[src/rtl/prod_accum.sv]
// prod_accum: sums groups of N multiplier products into a dot-product result
// with a sticky per-group carry flag, presented on a valid/ready port.
module prod_accum #(
  parameter int N     = 4,
  parameter int ACC_W = 8,
  parameter int CW    = 4
) (
  input  logic             clk,
  input  logic             rst_n,
  input  logic             in_valid,
  output logic             in_ready,
  input  logic [5:0]       in_prod,
  input  logic             flush,
  output logic             out_valid,
  input  logic             out_ready,
  output logic [ACC_W-1:0] out_sum,
  output logic             out_ovf
);

  typedef enum logic [1:0] {
    IDLE  = 2'd0,
    ACCUM = 2'd1,
    HOLD  = 2'd2
  } state_t;

  state_t state;
  state_t state_nx;

  logic [ACC_W-1:0] acc;
  logic [CW-1:0]    count;
  logic             ovf;
  logic [ACC_W:0]   sum;
  logic             accept;
  logic             take;
  logic             last;
  logic             handoff;

  assign sum     = {1'b0, acc} + {{(ACC_W-5){1'b0}}, in_prod};
  assign accept  = in_valid & in_ready;
  assign take    = accept & ~flush;
  assign last    = (count == CW'(N-1));
  assign handoff = out_valid & out_ready;

  always_ff @(posedge clk or negedge rst_n) begin
    if (!rst_n) begin
      state <= IDLE;
    end else begin
      state <= state_nx;
    end
  end

  always_comb begin
    state_nx = state;
    unique case (state)
      IDLE:  state_nx = ACCUM;
      ACCUM: if (take && last) state_nx = HOLD;
      HOLD:  if (out_ready) state_nx = ACCUM;
      default: state_nx = IDLE;
    endcase
  end

  always_comb begin
    in_ready  = 1'b0;
    out_valid = 1'b0;
    unique case (1'b1)
      (state == ACCUM): in_ready  = 1'b1;
      (state == HOLD):  out_valid = 1'b1;
      default: ;
    endcase
  end

  // count wraps to 0 on the last beat so CW only needs to hold N-1
  always_ff @(posedge clk or negedge rst_n) begin
    if (!rst_n) begin
      acc     <= '0;
      count   <= '0;
      ovf     <= 1'b0;
      out_sum <= '0;
      out_ovf <= 1'b0;
    end else if (state == ACCUM && flush) begin
      acc   <= '0;
      count <= '0;
      ovf   <= 1'b0;
    end else if (take) begin
      acc <= sum[ACC_W-1:0];
      ovf <= ovf | sum[ACC_W];
      if (last) begin
        count   <= '0;
        out_sum <= sum[ACC_W-1:0];
        out_ovf <= ovf | sum[ACC_W];
      end else begin
        count <= count + CW'(1);
      end
    end else if (handoff) begin
      acc   <= '0;
      count <= '0;
      ovf   <= 1'b0;
    end
  end

endmodule

[config.mk]
export PLATFORM = sky130hd
export DESIGN_NAME = prod_accum
export DESIGN_NICKNAME = d
export VERILOG_FILES = /design/src/rtl/prod_accum.sv
export SDC_FILE = /design/constraint.sdc
export NUM_CORES = 1
export LEC_CHECK = 0
export ABC_CLOCK_PERIOD_IN_PS = 2100
export CAP_MARGIN = 5
export CORE_MARGIN = 4
export CORE_UTILIZATION = 25
export CTS_CLUSTER_DIAMETER = 80
export DETAILED_ROUTE_END_ITERATION = 7
export HOLD_SLACK_MARGIN = 0.05
export PLACE_DENSITY_LB_ADDON = 0.12
export SYNTH_ARGS = -nofsm -noshare
export SYNTH_HDL_FRONTEND = slang
export SYNTH_SLANG_ARGS = --single-unit
[constraint.sdc]
create_clock -name clk -period 2.1 [get_ports clk]
set_input_delay 0.315 -clock clk [delete_from_list [all_inputs] [get_ports clk]]
set_output_delay 0.315 -clock clk [all_outputs]
set_load 0.005 [all_outputs]
==> flow_summary.toml <==
[global_routing]
gr-max-usage-layer = "met2"
grt.overflow.total = 0
met1_usage_pct = 14.5
grt_pass1_vias = 1159
grt_use_met3_pct = 1.64
antenna_found_initial = 0
grt_usage_pct = 10.7
grtUsageMet2_pct = 17.2
grt_max_degree = 25
grt_pass1_wl_um = 5530

[worst_setup_path]
crit_path_start_kind = "register"
crit_path_end = "acc[6]"
cp_slowest_cell = "fa_2"
end_kind = "register"
reg2regPathDepth = 7
crit_path_cell_trace = "ha_2 -> fa_2 -> a211o_4 -> buf_4 -> a21o_1 -> a21oi_2 -> o22ai_1"
r2r_start = "acc[0]"
crit_type = "reg2reg"
required_ps = 2240
arrival_ps = 2170
r2r_end = "acc[6]"
slowest_delay_ps = 410
rrSetupSlack_ps = 70
startpoint = "acc[0]"
cp_max_fo = 2

[timing]
skew_ps = 8.35
rsz0062_at_grt = "true"
finalCritPeriodShare_pct = 96.9
setup-violations-final = 0
slew_viol_final = 0
period_needed_ps = 2030
hold_viol = 0
setup_slack_ps = 65.5
timing.fmax_mhz = 492
relSlewSlack_pct = 64.5
worst_slew_pin_slew_ps = 532

[pwr]
cellInternalPower_mw = 0.883
p_per_area_nw_per_um2 = 672
p_clk_share_pct = 21.8
ir_worst_vdd_mv = 0.261
p_sw_mw = 0.353
p_sw_share_pct = 28.6
totalPowerFinal_mw = 1.24
power.leakage_nw = 0.812
p_seq_share_pct = 44.6
combPwrFrac_pct = 33.6

[routing]
dr_total_vias = 1133
drt_first_pass_iters = 4
dr.first_iter.drc_count = 39
vias_per_cell = 4.84
drc = 0
ant_nets = 0
drt_wl_total_um = 3230
wl_per_cell_um = 13.8

[synth]
syn-num-nets = 146
synth_area_leaders = "dfrtp_1 44%, ha_1 6.4%, mux2_2 4.1%"
synth-seq-area-share_pct = 43.9
synth_top_area_share_pct = 43.9
synth_cell_types = 49
avgSynthCellArea_um2 = 10.8
ys_ff_latch = 24
yosysTopAreaCell = "dfrtp_1"
netlist_area_um2 = 1370
synth_warnings = 0
synthCells = 127

[placement]
place_congestion = 0.755
post-place-ws_ps = -336
dpl.hpwl_um = 2430
dpl.cell_count = 231
portBuffers = 21

[cts]
clock_sinks = 24
cts_tree = "done"
cts.clk_slew.worst_paths_ps = 90
clock_path_buffers = 2
clock-root-buffer = "clkbuf_8"
cts_max_level = 1
cts_buffers = 3
clk_latency_ps = 260

[worst_hold_path]
holdCritPathClass = "in2async"

[cells_and_area]
antenna_cells = 0
layout.nets = 185
syn_to_final_growth_pct = 34.5
instances_no_fill = 234
drive_gt1_share_pct = 23.8

[die]
die_x_um = 82.0
initial_core_util_pct = 26.3
num_rows = 26
core_um2 = 5200
pin_count = 22
die_h_um = 82.0
dieArea_um2 = 6720

[status]
status = "finished clean"

[flow_run]
drv_cap = 0
## final cells by class
cell class / count / area, um2
Clock buffer: 3 / 41.3
Tap cell: 70 / 87.6
Fill cell: 545 / 3370
Sequential cell: 24 / 601
Inverter: 3 / 11.3
Multi-Input combinational cell: 94 / 743
Timing Repair Buffer: 40 / 355
## flip-flops by register name, summed over array words and instances (netlist names)
register and cells:
ovf 1, state 2, out_ovf 1, acc 8, count 4, out_sum 8
## power by group through the flow
stage | registers [mW] | logic [mW] | clock network [mW]
final | 0.551 | 0.415 | 0.270
after global routing | 0.559 | 0.459 | 0.312
after CTS | 0.552 | 0.412 | 0.288
after detailed placement | 0.562 | 0.405 | 0
after global placement | 0.560 | 0.403 | 0
after floorplan | 0.560 | 0.203 | 0
## repair_timing
action	4_1_cts	5_1_grt
buffers inserted	0	0
hold endpoints to repair	0	0
hold buffers	0	0
gates resized for setup	2	5
setup endpoints to repair	3	6
pin swaps	0	7
cloned	0	0
## layout by cell type (no fill, tap or decap), drive strengths merged, types with 2 or more instances in the layout
master	instances
nor2b	2
o21ai	9
dfrtp	24
inv	3
o21a	3
mux2	5
buf	19
o31ai	2
nor3	4
ha	7
a211oi	4
nand2	4
nor4	2
nand3	3
a22o	5
a21o	4
a31oi	2
o22ai	2
a21oi	6
nor2	7
clkbuf	3
clkdlybuf4s50	20
## metal layers
metal	vias to the layer above	routed length [um]
li1	558	-
met1	555	1540
met2	18	1570
met3	2	86
met4	0	23
met5	-	0
## critical path, delay by kind of cell, from the launching register on
kind            cells  cell delay (ps)
buf+inv             1              140
flops               1              400
fa+ha+maj           2              620
compound gates      4              750
## cells in the mapped netlist, drive strengths merged
| master | count |
|---|---|
| o21a | 3 |
| clkbuf | 1 |
| o311ai | 1 |
| fa | 1 |
| o21bai | 1 |
| or3 | 1 |
| or3b | 1 |
| nor2 | 7 |
| or4 | 1 |
| o22ai | 2 |
| nor3 | 4 |
| nand3 | 3 |
| a22o | 5 |
| o31ai | 2 |
| buf | 5 |
| a32o | 1 |
| nor4 | 2 |
| a31o | 1 |
| nand4 | 1 |
| and3b | 1 |
| nand4b | 1 |
| dfrtp | 24 |
| a21o | 4 |
| nand2 | 4 |
| inv | 3 |
| nand3b | 1 |
| or4b | 1 |
| mux2 | 5 |
| ha | 7 |
| a31oi | 2 |
| nand4bb | 1 |
| o21ai | 9 |
| a21oi | 6 |
| o22a | 1 |
| a211o | 1 |
| o31a | 1 |
| nor2b | 2 |
| nand2b | 1 |
| xnor2 | 1 |
| a21boi | 1 |
| a311oi | 1 |
| a211oi | 4 |
| or2 | 1 |
| and2b | 1 |
## cells by family after synthesis
logic type      synth area share [%]
flops                           43.9
simple gates                    16.4
buf+inv                         3.57
mux                             4.12
compound gates                  23.5
xor+xnor                       0.641
fa+ha+maj                       7.87
## worst min-delay path by stage
| stage | startpoint | endpoint | slack, ps | cells after the start |
|---|---|---|---|---|
| detailed placement | acc[5] | acc[5] | 490 | 1 |
| global placement | acc[2] | acc[2] | 470 | 2 |
| finish | rst_n | out_sum[4] | 410 | 2 |
| global route | rst_n | out_sum[4] | 440 | 2 |
| CTS | rst_n | out_sum[4] | 420 | 2 |
| floorplan | rst_n | acc[0] | 20 | 0 |
## stage by stage
step / hold WS [ps] / setup TNS, ps / cell area (um2) / utilization, %
2_1_floorplan: 19.4 / 0 / 1370 / -
3_3_place_gp: 474 / -2240 / 1770 / 34.0
3_5_place_dp: 487 / -2260 / 1770 / 34.0
4_1_cts: 415 / 0 / 1820 / 34.9
5_1_grt: 440 / -6.43 / 1840 / 35.3
6_report: 409 / 0 / 1840 / 35.3
Power figures use the tool's default switching activity.
==> RTL change 1 (same flow settings) <==
The parameter `ACC_W` goes from 8 to 10.
--- a/src/rtl/prod_accum.sv
+++ b/src/rtl/prod_accum.sv
@@ -3,5 +3,5 @@
 module prod_accum #(
   parameter int N     = 4,
-  parameter int ACC_W = 8,
+  parameter int ACC_W = 10,
   parameter int CW    = 4
 ) (
Ports: changed (resized out_sum); port bits go from 22 to 24. The function was not compared with the original's and may differ.
==> RTL change 1 against the original RTL <==
  * Power is 25% higher
  * Area after synthesis is 19% higher
  * Worst setup slack worse by 0.017 ns
  * Sequential cell count is 4 higher
  * Routed wire length is 35% higher
  * Final area is 19% higher
  * Non-clock buffer count is 7 higher
  * Synthesized cell count is 31% higher
  * Die area is 17% higher
  * Clock skew is 0.0068 ns lower
  * Critical path type is now input port to register
  * Critical endpoint is now out_sum[6]
  * Largest power group unchanged
==> RTL change 1: results (changes against the original RTL) <==
Synth cell types=40 (-18%); Lkg Pwr=0.963 nW (+18%); first-pass GRT wire length=7390 um (+34%); clock latency on the worst-skew pair=0.28 ns (+0.02 ns); Synth area leaders=dfrtp_1 43%, ha_1 5.4%, o21ai_0 4.3%; detailed-route via count=1,442 (+27%); worst endpoint data arrival time=2.28 ns (+0.11 ns); largest registers=acc (10), out_sum (10), count (4); post-synthesis sequential area ratio=43.1% (-0.77 points); GRT Total Usage=12.1% (+1.4 points); VDD IR max=0.000361 V (+38%); reg2reg setup slack=0.09 ns (+0.02 ns); Detailed Route Iter0 Violations=69 (+77%); Placer Congestion=0.759 (+0.58%); WL per Instance=15.2 um (+11%); PortBufs=23 (+9.5%); Setup Skew=0.00159 ns (-0.00676 ns); R2R depth=6 (-1); vias in the first global route=1,547 (+33%); largest net degree at the start of global routing=29 (+16%); pre-CTS setup slack=-0.450 ns (-0.114 ns); status=complete, no violations; DRT Pass-1 Iters=5 (+1); Worst Tran Pin Value=0.493 ns (-0.0388 ns); largest fanout on the critical path=4 (+2); commonest cells in the netlist=28 x dfrtp_1, 16 x nand2_1, 14 x o21ai_0; r2r endpoint=out_sum[6]; dpl hpwl=3230 um (+33%)
-- RTL change 1: cell types whose count changed after synthesis, sizes merged, moves of 5 or more --
cell and delta:
o21ai +5, clkbuf +8, o211ai +5, buf -5, nand2b +5, nand2 +12, nand3 +6
-- RTL change 1: critical path, cell delays in order --
cell and delay [ns]:
clkdlybuf4s50_1 0.40, ha_1 0.23, fa_2 0.36, a211oi_2 0.25
o21bai_2 0.13, or4b_1 0.49, nand3_1 0.10
-- RTL change 1: what timing repair did --
| item | 4_1_cts | 5_1_grt |
|---|---|---|
| pin swaps | 1 | 0 |
| endpoints found under the setup margin | 2 | 1 |
| resized for setup | 3 | 1 |
-- RTL change 1: cell type report --
type / instances / area [sq um] / area share (%)
Inverter: 2 / 7.51 / 0.344
Clock buffer: 3 / 41.3 / 1.89
Timing Repair Buffer: 47 / 410 / 18.8
Multi-Input combinational cell: 127 / 896 / 41.1
Sequential cell: 28 / 701 / 32.1
Clock inverter: 1 / 30.0 / 1.38
Tap cell: 77 / 96.3 / 4.42
-- RTL change 1: kinds of logic after synthesis --
| logic type | Yosys count | share of synthesized area [%] |
|---|---|---|
| AOI/OAI and AO/OA | 51 | 21.6 |
| xor gates and xnor gates | 3 | 1.62 |
| muxes | 4 | 2.62 |
| DFF | 28 | 43.1 |
| adders and majority gates | 8 | 6.63 |
| buffers and inverters | 11 | 2.62 |
| and+or+nand+nor | 61 | 21.7 |
-- RTL change 1: how the worst max path moves through the flow --
stage	start	endpoint	slack [ns]	cells after the start
floorplan	acc[0]	out_sum[6]	0.02	6
global placement	in_prod[0]	out_sum[6]	-0.41	7
detailed placement	in_prod[0]	out_sum[6]	-0.45	7
CTS	in_prod[0]	out_sum[6]	0.04	7
global route	in_prod[0]	out_sum[6]	0.004	7
finish	in_prod[0]	out_sum[6]	0.05	7
-- RTL change 1: power by group --
group / internal, mW / total, mW / switching [mW] / leakage (nW)
clock network: 0.256 / 0.444 / 0.189 / 0.0357
registers: 0.599 / 0.640 / 0.0410 / 0.376
logic: 0.243 / 0.465 / 0.223 / 0.550
total: 1.10 / 1.55 / 0.452 / 0.963
-- RTL change 1: per-layer routing --
metal | routed length [um] | share of wire, % | track usage, %
met1 | 2080 | 48 | 16.1
met2 | 2060 | 47 | 20.2
met3 | 165 | 3.8 | 2.05
met4 | 42 | 0.97 | 3.16
met5 | 0 | 0 | 0
-- RTL change 1: through the flow --
step	area (sq um)	instances	utilization [%]
6_report	2180	285	34.6
4_1_cts	2180	285	34.5
3_3_place_gp	2100	281	33.2
2_1_floorplan	1620	166	-
5_1_grt	2180	285	34.6
3_5_place_dp	2100	281	33.2
==> RTL change 2 (config.mk and constraints unchanged) <==
Made on the original files. Encoding of `state_t`: now one-hot (3 bits for 3 states).
--- a/src/rtl/prod_accum.sv
+++ b/src/rtl/prod_accum.sv
@@ -18,8 +18,8 @@
 );
 
-  typedef enum logic [1:0] {
-    IDLE  = 2'd0,
-    ACCUM = 2'd1,
-    HOLD  = 2'd2
+  typedef enum logic [2:0] {
+    IDLE  = 3'b001,
+    ACCUM = 3'b010,
+    HOLD  = 3'b100
   } state_t;
 
Function: same outputs for any inputs over 10 cycles, from zero or initial values and one cycle with rst_n low; not proved beyond that.
==> RTL change 2 against the original RTL <==
  * Count of clock-buffer cells in the layout grew 1
  * Sequential cell count grew 1
  * Worst setup slack gained 0.081 ns
  * Power grew 32%
  * Critical path depth grew 2
  * Fmax grew 4.1%
  * Routed wire length shrank 6.8%
  * Sequential share of layout area grew 3.6 points
  * Area after synthesis shrank 2.9%
  * Die area shrank 2.6%
  * Final area shrank 6.1%
  * Critical endpoint is now out_sum[6]
  * Largest cell class unchanged
  * Highest routed layer unchanged
==> RTL change 2: results (changes against the original RTL) <==
share of cells above drive strength 1=13.7% (-10 points); met3 usage=2.00% (+0.35 points); clock latency on the worst-skew pair=0.26 ns (about the same); largest fanout on the critical path=5 (+3); period utilization=93.0% (-3.8 points); Synth cell types=35 (-29%); worst endpoint data arrival time=2.11 ns (-0.06 ns); Worst Tran Pin Value=0.337 ns (-0.195 ns); WHS=0.416 ns (+0.00672 ns); Critical Path Source=in_prod[0]; first-pass GRT wire length=5160 um (-6.6%); GRT Total Usage=10.2% (-0.50 points); Mapped Cells=131 (+3.1%); drt total wl=3010 um (-6.8%); status=complete, no violations; vias per inst=4.62 (-4.5%); mux cell area share after synthesis=2.45% (-1.7 points); CP Class=input port to register; met2 WL=1480 um (-6.1%); reg2reg setup slack=0.23 ns (+0.16 ns); Lkg Pwr=0.755 nW (-7.1%); post-synthesis xor/xnor area fraction=4.62% (+4.0 points); metal3 WL=103 um (+20%); Synth area leaders=dfrtp_1 45%, ha_1 6.6%, o21ai_0 5.7%; FILL cells=556 (+2.0%); met2 usage=17.4% (+0.20 points); pre-CTS setup slack=-0.237 ns (+0.0989 ns); dpl hpwl=2330 um (-4.0%); # resized after CTS=0 (-2); dominant synthesized flop cell=dfrtp_1; Synth Net Count=150 (+2.7%); DRT Pass-1 Iters=4 (unchanged); Placer Congestion=0.811 (+7.5%); M1 wire length=1390 um (-9.9%); post-synthesis sequential area ratio=47.2% (+3.3 points); Synth Area in Adders=8.11% (+0.24 points); P_sw=0.556 mW (+57%); commonest cells in the netlist=24 x dfrtp_1, 15 x o21ai_0, 14 x nand2_1; largest net degree at the start of global routing=26 (+4.0%); post-synthesis compound-gate area fraction=20.6% (-2.9 points); fin nets=181 (-2.2%); met1 Use GR=12.6% (-2.0 points); Finished Layout Cells=231 (-1.3%); VDD IR max=0.000387 V (+48%); R2R depth=8 (+1); critical path's top delay family=adder cells; vias in the first global route=1,133 (-2.2%); P&R area growth vs syn=30.2%; PortBufs=21 (unchanged); CP max stage cell=clkdlybuf4s50_1; Detailed Route Iter0 Violations=32 (-18%); r2r endpoint=out_sum[6]; Setup Skew=0.00332 ns (-0.00504 ns)
==> RTL change 2: cell count changes after synthesis, sizes merged, moves of 3 or more <==
cell,change
nor3,-3
buf,-3
xnor2,+3
o21ai,+12
nand2,+11
nor2,-3
a21oi,+3
mux2,-3
or3,+3
xor2,+3
==> RTL change 2: power groups by stage <==
stage / Combinational [mW] / Clock (mW) / Sequential [mW]
finish: 0.662 / 0.281 / 0.686
floorplan: 0.425 / 0 / 0.679
global route: 0.750 / 0.318 / 0.706
detailed placement: 0.657 / 0 / 0.695
global placement: 0.652 / 0 / 0.692
CTS: 0.662 / 0.296 / 0.686
==> RTL change 2: area by class of cell <==
cell class / instances / area share (%)
Timing Repair Buffer: 29 / 15.6
Inverter: 4 / 0.869
Tap cell: 70 / 5.07
Multi-Input combinational cell: 99 / 39.5
Clock buffer: 4 / 2.61
Sequential cell: 25 / 36.3
